File: config.mk
export PLATFORM = sky130hd
export DESIGN_NAME = vga_palette_out
export DESIGN_NICKNAME = d
export VERILOG_FILES = /design/src/rtl/vga_palette_out.sv
export SDC_FILE = /design/constraint.sdc
export NUM_CORES = 1
export LEC_CHECK = 0
export BUFFER_PORTS_ARGS = -buffer_cell sky130_fd_sc_hd__buf_2
export CORE_MARGIN = 4
export CORE_UTILIZATION = 68
export DETAILED_ROUTE_END_ITERATION = 10
export PLACE_DENSITY_LB_ADDON = 0.1
export SYNTH_ARGS = -nofsm -noshare
export SYNTH_HDL_FRONTEND = slang
export SYNTH_SLANG_ARGS = --single-unit
File: constraint.sdc
create_clock -name Clk -period 45.7 [get_ports Clk]
set_input_delay 4.57 -clock Clk [delete_from_list [all_inputs] [get_ports Clk]]
set_output_delay 4.57 -clock Clk [all_outputs]
set_load 0.005 [all_outputs]
File: src/rtl/vga_palette_out.sv
// vga_palette_out: 640x480@60 raster generator and palette back end.
// Publishes the scan position to the mixer, takes the mixer's palette index
// MIX_LATENCY cycles later, and drives colour/sync/blank aligned at the DAC.
module vga_palette_out #(
    parameter int MIX_LATENCY = 1
) (
    input  logic        Clk,
    input  logic        Reset,
    output logic [9:0]  DrawX,
    output logic [9:0]  DrawY,
    output logic        frameTick,
    input  logic [4:0]  pixelIndex,
    input  logic        paletteWe,
    input  logic [4:0]  paletteAddr,
    input  logic [23:0] paletteData,
    output logic [7:0]  VGA_R,
    output logic [7:0]  VGA_G,
    output logic [7:0]  VGA_B,
    output logic        VGA_HS,
    output logic        VGA_VS,
    output logic        VGA_BLANK_N
);

    localparam logic [9:0] H_LAST       = 10'd799;
    localparam logic [9:0] H_VISIBLE    = 10'd640;
    localparam logic [9:0] H_SYNC_START = 10'd656;
    localparam logic [9:0] H_SYNC_END   = 10'd751;
    localparam logic [9:0] V_LAST       = 10'd524;
    localparam logic [9:0] V_VISIBLE    = 10'd480;
    localparam logic [9:0] V_SYNC_START = 10'd490;
    localparam logic [9:0] V_SYNC_END   = 10'd491;

    logic [9:0]             hCount;
    logic [9:0]             vCount;
    logic                   visible;
    logic                   hsRaw;
    logic                   vsRaw;
    logic [MIX_LATENCY-1:0] visPipe;
    logic [MIX_LATENCY-1:0] hsPipe;
    logic [MIX_LATENCY-1:0] vsPipe;
    logic [23:0]            palette [32];

    assign DrawX = hCount;
    assign DrawY = vCount;

    // Raster counters: 800 cycles per line, 525 lines per frame.
    always_ff @(posedge Clk or posedge Reset) begin
        if (Reset) begin
            hCount <= 10'd0;
            vCount <= 10'd0;
        end else if (hCount == H_LAST) begin
            hCount <= 10'd0;
            vCount <= (vCount == V_LAST) ? 10'd0 : vCount + 10'd1;
        end else begin
            hCount <= hCount + 10'd1;
        end
    end

    // Undelayed visible/sync decode of the current raster position.
    always_comb begin
        visible = (hCount < H_VISIBLE) && (vCount < V_VISIBLE);
        hsRaw   = !((hCount >= H_SYNC_START) && (hCount <= H_SYNC_END));
        vsRaw   = !((vCount == V_SYNC_START) || (vCount == V_SYNC_END));
    end

    // Start-of-vblank pulse, one cycle after the counters sit at (0,480).
    always_ff @(posedge Clk or posedge Reset) begin
        if (Reset) begin
            frameTick <= 1'b0;
        end else begin
            frameTick <= (hCount == 10'd0) && (vCount == V_VISIBLE);
        end
    end

    // Delay line so the last stage lines up with the mixer's pixelIndex.
    always_ff @(posedge Clk or posedge Reset) begin
        if (Reset) begin
            visPipe <= '0;
            hsPipe  <= '1;
            vsPipe  <= '1;
        end else begin
            visPipe[0] <= visible;
            hsPipe[0]  <= hsRaw;
            vsPipe[0]  <= vsRaw;
            for (int i = 1; i < MIX_LATENCY; i++) begin
                visPipe[i] <= visPipe[i-1];
                hsPipe[i]  <= hsPipe[i-1];
                vsPipe[i]  <= vsPipe[i-1];
            end
        end
    end

    // Palette storage; a same-edge lookup still sees the previous contents.
    always_ff @(posedge Clk or posedge Reset) begin
        if (Reset) begin
            for (int i = 0; i < 32; i++) begin
                palette[i] <= 24'h000000;
            end
        end else if (paletteWe) begin
            palette[paletteAddr] <= paletteData;
        end
    end

    // Output register: colour only inside the visible window, sync passthrough.
    always_ff @(posedge Clk or posedge Reset) begin
        if (Reset) begin
            VGA_R       <= 8'h00;
            VGA_G       <= 8'h00;
            VGA_B       <= 8'h00;
            VGA_HS      <= 1'b1;
            VGA_VS      <= 1'b1;
            VGA_BLANK_N <= 1'b0;
        end else begin
            if (visPipe[MIX_LATENCY-1]) begin
                {VGA_R, VGA_G, VGA_B} <= palette[pixelIndex];
            end else begin
                {VGA_R, VGA_G, VGA_B} <= 24'h000000;
            end
            VGA_HS      <= hsPipe[MIX_LATENCY-1];
            VGA_VS      <= vsPipe[MIX_LATENCY-1];
            VGA_BLANK_N <= visPipe[MIX_LATENCY-1];
        end
    end

endmodule

=== Word level (Yosys, flattened, before mapping) ===
Cells that the tools add are included.

* Logic and storage cells: 79
* Bits in registers: 819
* Memory bits (writable): 0
* Bits of input ports: 37
* Memories kept: 0
* Bits in latches: 0
* Bits in read-only memories: 0

* Muxes and demuxes: 11
* Shifts and indexed selects: 0
* Order comparisons: 7
* Eq/ne operators: 5
* Div/mod/pow operators: 0
* Reductions and logical operators: 8
* Bitwise operators: 2
* $mul: 0
* Add/subtract/negate cells: 2

{| class="wikitable"
|+ Operator list
! kind !! count
|-
| bitwise mux 768 bit || 1
|-
| binary-select mux 24 bit (select 5 bit) || 1
|-
| demux 24 bit (select 5 bit) || 1
|-
| two-way mux 24 bit || 3
|-
| == test 10 x 9 -> 1 bit, second input constant || 3
|-
| two-way mux 8 bit || 3
|-
| adder 10 x 1 -> 10 bit, second input constant || 2
|-
| == test 10 bit, second input constant || 2
|-
| two-way mux 10 bit || 2
|-
| greater-or-equal comparator 6 bit, second input constant || 2
|-
| inverter 5 -> 6 bit || 2
|-
| greater-or-equal comparator 10 bit, second input constant || 1
|-
| <= comparator 10 bit, second input constant || 1
|-
| logical NOT 10 bit || 1
|-
| less-than comparator 10 bit, second input constant || 1
|-
| less-than comparator 10 x 9 -> 1 bit, second input constant || 1
|-
| less-than comparator 6 x 1 -> 1 bit, second input constant || 1
|-
| logical AND 1 bit || 4
|-
| logical NOT 1 bit || 2
|-
| logical OR 1 bit || 1
|}

=== Depth between registers and ports, before layout ===
* Depth in word-level cells: 6
* Mapped depth: 8
* Depth with buffers taken out: 6

=== Worst setup path after synthesis ===
OpenSTA, ideal clock, no wires.

* Kind: input to register
* Start: input port pixelIndex[1]
* End: register VGA_R[2]
* Cell stages on the path: 6
* Slack: 39.464 ns
* Setup time: 0.141 ns
* Buffers on the path: 3
* Arrival time: 6.095 ns
* Cells stage by stage: buf_2 > buf_2 > buf_2 > mux4_2 > a22oi_1 > a31oi_1

* Longest elaborated chain between the ends: 5

{| class="wikitable"
|+ Ends and longest elaborated chain
! what !! RTL line !! source
|-
| from (decl) || 12 || <nowiki>input logic [4:0] pixelIndex,</nowiki>
|-
| inverter 5 -> 6 bit (implied by the code) || 115 || <nowiki>{VGA_R, VGA_G, VGA_B} <= palette[pixelIndex];</nowiki>
|-
| binary-select mux 24 bit (select 5 bit) || 115 ||
|-
| two-way mux 24 bit (implied by the code) (2 in series) || 115 ||
|-
| two-way mux 8 bit || 114 || <nowiki>if (visPipe[MIX_LATENCY-1]) begin</nowiki>
|-
| to (signal assigned) || 115 ||
|-
| to (decl) || 16 || <nowiki>output logic [7:0] VGA_R,</nowiki>
|}

No other way between the ends. The select of a mux whose other input is x is not followed.
A chain may end at the register's enable or synchronous reset.

=== Worst setup path in the final report ===
* Start: input port pixelIndex[2]
* End: register VGA_R[5]

The elaborated chain is that of the path after synthesis.

==> impl_metrics.ini <==
[run_status]
outcome = completed

[sta]
setup_viol = 0
hold_viol = 0
tightestPinTransition_ns = 1.219
fin_ws_ns = 38.64
fin_skew_ns = 0.02440
fmaxAchievable_mhz = 141.7
slew_headroom_pct = 18.57
rsz0062_at_grt = false
fin_setup_tns_ns = 0
min_period_ns = 7.059
maxSlewViolCount = 0
period_share_pct = 15.45

[yosys]
synth_edf_count = 0
syn_inst = 2351
ys_warn_count = 0
yosysTopAreaCell = dfrtp_1
synth-seq-cells = 819
synthTopCellsByCount = 816 x mux2_2, 815 x dfrtp_1, 168 x mux4_2
yosysMostFrequentCell = mux2_2
async_flop_share_pct = 100.0
synth.avg_cell_area_um2 = 15.58
ys_seq_area_share_pct = 55.97
ys_types = 48
synth_nets = 2393
synthFlopType = dfrtp_1
synth.area.top_cells = dfrtp_1 56%, mux2_2 25%, mux4_2 10%, clkbuf_1 1.6%, mux2i_1 1.4%
yosysTopAreaCellShare_pct = 55.68
syn_area_um2 = 36630

[power]
p_sw_share_pct = 24.42
pwr-share-clk_pct = 36.3
p_seq_share_pct = 48.9
p_leak_uw = 0.01814
p_sw_uw = 466.7
p_int_uw = 1444
max-vdd-ir-drop_mv = 0.04083
comb_power_share_pct = 14.8
pwr_density_cell_nw_per_um2 = 47.46

[place]
placed_cells = 2939
globalplace.congestion = 0.8141
place.port_buffers = 84
dpl_cell_area_um2 = 37420
dp_hpwl_mm = 51.94
place_ws_ns = 37.98

[setup_path]
reg2reg_depth = 4
worstPathCellList = buf_8, buf_4, mux4_2, o21ai_0, a31oi_1
slowest_delay_ns = 0.80
worstPathArrival_ns = 7.52
critPathKind = primary input to register
critPathRequiredTime_ns = 46.16
worstPathMaxFanout = 92
startpoint_type = primary input
crit_slowest_cell = buf_4
endpoint_kind = register

[clock_network]
cts_hold_buf = 0
htree_levels = 3
path_clk_slew_ns = 0.06
cts_resized = 0
clkSinkCount = 819
root_buffer = clkbuf_16
cts_tree = done
post-cts-setup-buffers = 0
cts-buffers-inserted = 83
clockBufferDepth = 3
clock_latency_ns = 0.65

[drt]
drt-pass1-iter-count = 5
ant_nets = 0
avgViaCountPerCell = 6.822
wl_per_cell_um = 28.95
wl_mm = 89.77
vias = 21160
drc = 0
drt_iter0_drc = 1611

[die]
initial_core_util_pct = 69.14
dieArea_um2 = 57640
rows = 84
die_x_um = 240.1
fp.dieH_um = 240.1
core-area_um2 = 52970
io_pins = 85

[finish]
final_nets = 2378
n_fill_cell = 3211
final_design_area_no_fill_um2 = 40260
areaGrowthSynthToFinish_pct = 9.931
fin_cells = 3101
multi_input_area_um2 = 15280
seqCellArea_um2 = 20500
drive_gt1_share_pct = 52.87

[global_routing]
grt_pass1_wl_mm = 138.1
grt_pass1_vias = 22430
grt_max_degree = 135
grt_usage_pct = 32.07
overflow = 0
antenna_found_initial = 13

[min_path]
hold_path_depth = 0
hold_class = register to register

[run]
max_cap_violations = 0
## power groups by stage
stage	sequential (uW)	clock (uW)	combinational, uW
3_3_place_gp	931	0	270
5_1_grt	946	732	308
3_5_place_dp	943	0	283
6_report	934	693	283
4_1_cts	931	701	285
2_1_floorplan	919	0	229
## metal layers
metal | up-vias | wire length [um] | GRT usage, %
li1 | 8730 | - | -
met1 | 11530 | 37680 | 46.74
met2 | 712 | 42350 | 49.04
met3 | 171 | 7374 | 8.809
met4 | 10 | 2302 | 8.552
met5 | - | 64 | 0
## sequential cells by signal (all words and copies together), names as in the netlist
name,flops
hsPipe,1
frameTick,1
visPipe,1
DrawX,10
DrawY,10
vsPipe,1
palette,768
VGA_VS,1
VGA_BLANK_N,1
VGA_G,8
VGA_HS,1
VGA_R,8
VGA_B,8
## area by class of cell
| type | instances | area share [%] |
|---|---|---|
| clock inverter | 23 | 0.7023 |
| clock buffer | 130 | 6.299 |
| antenna | 9 | 0.05594 |
| timing repair buffer | 122 | 1.809 |
| inverter | 12 | 0.1305 |
| sequential | 819 | 50.91 |
| tap | 688 | 2.138 |
| multi-input combinational | 1298 | 37.95 |
## stage by stage
stage | hold slack (ns) | util [%] | power [uW]
2_1_floorplan | 0.3452 | - | 1148
3_3_place_gp | 0.3467 | 70.64 | 1201
3_5_place_dp | 0.3479 | 70.64 | 1226
4_1_cts | 0.3569 | 75.96 | 1918
5_1_grt | 0.3668 | 75.98 | 1987
6_report | 0.3555 | 76.01 | 1911
## critical path: cells and delay by family
family | cells | cell delay, ns
AOI/OAI and AO/OA | 2 | 0.84
buffers and inverters | 2 | 1.46
muxes | 1 | 0.60
## path summary, 6_finish.rpt
path / start / to / slack, ns
worst max register to register: DrawX[5] / DrawY[6] / 43.55
max in group asynchronous: Reset / palette[31] / 39.00
worst min-delay path: vsPipe / VGA_VS / 0.36
min in group asynchronous: Reset / palette[11] / 4.11
worst min register to register: vsPipe / VGA_VS / 0.36
worst max-delay path: pixelIndex[2] / VGA_R[5] / 38.64
## cells by family (layout without fill, tap and decap cells)
logic type | Yosys count | after routing | share of synthesized area, %
buffers and inverters | 234 | 287 | 2.617
other | 0 | 9 | 0
AO/OA/AOI/OAI | 125 | 125 | 2.466
multiplexers | 1035 | 1035 | 36.81
AND/OR/NAND/NOR | 123 | 123 | 1.725
XOR/XNOR | 10 | 10 | 0.2391
flip-flops | 819 | 819 | 55.97
adder cells (fa/ha/maj) | 5 | 5 | 0.1708
## layout by cell type, fill, tap and decap left out, drive strengths merged, types with 2 or more instances in the layout
| cell | n |
|---|---|
| nand2 | 40 |
| buf | 122 |
| a221oi | 16 |
| o21ai | 21 |
| o221ai | 24 |
| a21oi | 5 |
| mux4 | 168 |
| xor2 | 5 |
| nand3b | 4 |
| nand3 | 9 |
| a31oi | 24 |
| ha | 5 |
| bufinv | 5 |
| clkbuf | 130 |
| xnor2 | 5 |
| nor2 | 28 |
| or3 | 5 |
| a22oi | 24 |
| dfrtp | 815 |
| and3b | 2 |
| mux2i | 51 |
| nor3b | 4 |
| or2 | 2 |
| or3b | 2 |
| and2 | 2 |
| o2111ai | 8 |
| or4 | 2 |
| nor4 | 3 |
| diode | 9 |
| inv | 16 |
| nor2b | 3 |
| mux2 | 816 |
| clkinv | 13 |
| dfstp | 4 |
| nand4 | 8 |
| nor3 | 4 |
Power figures use the tool's default switching activity.
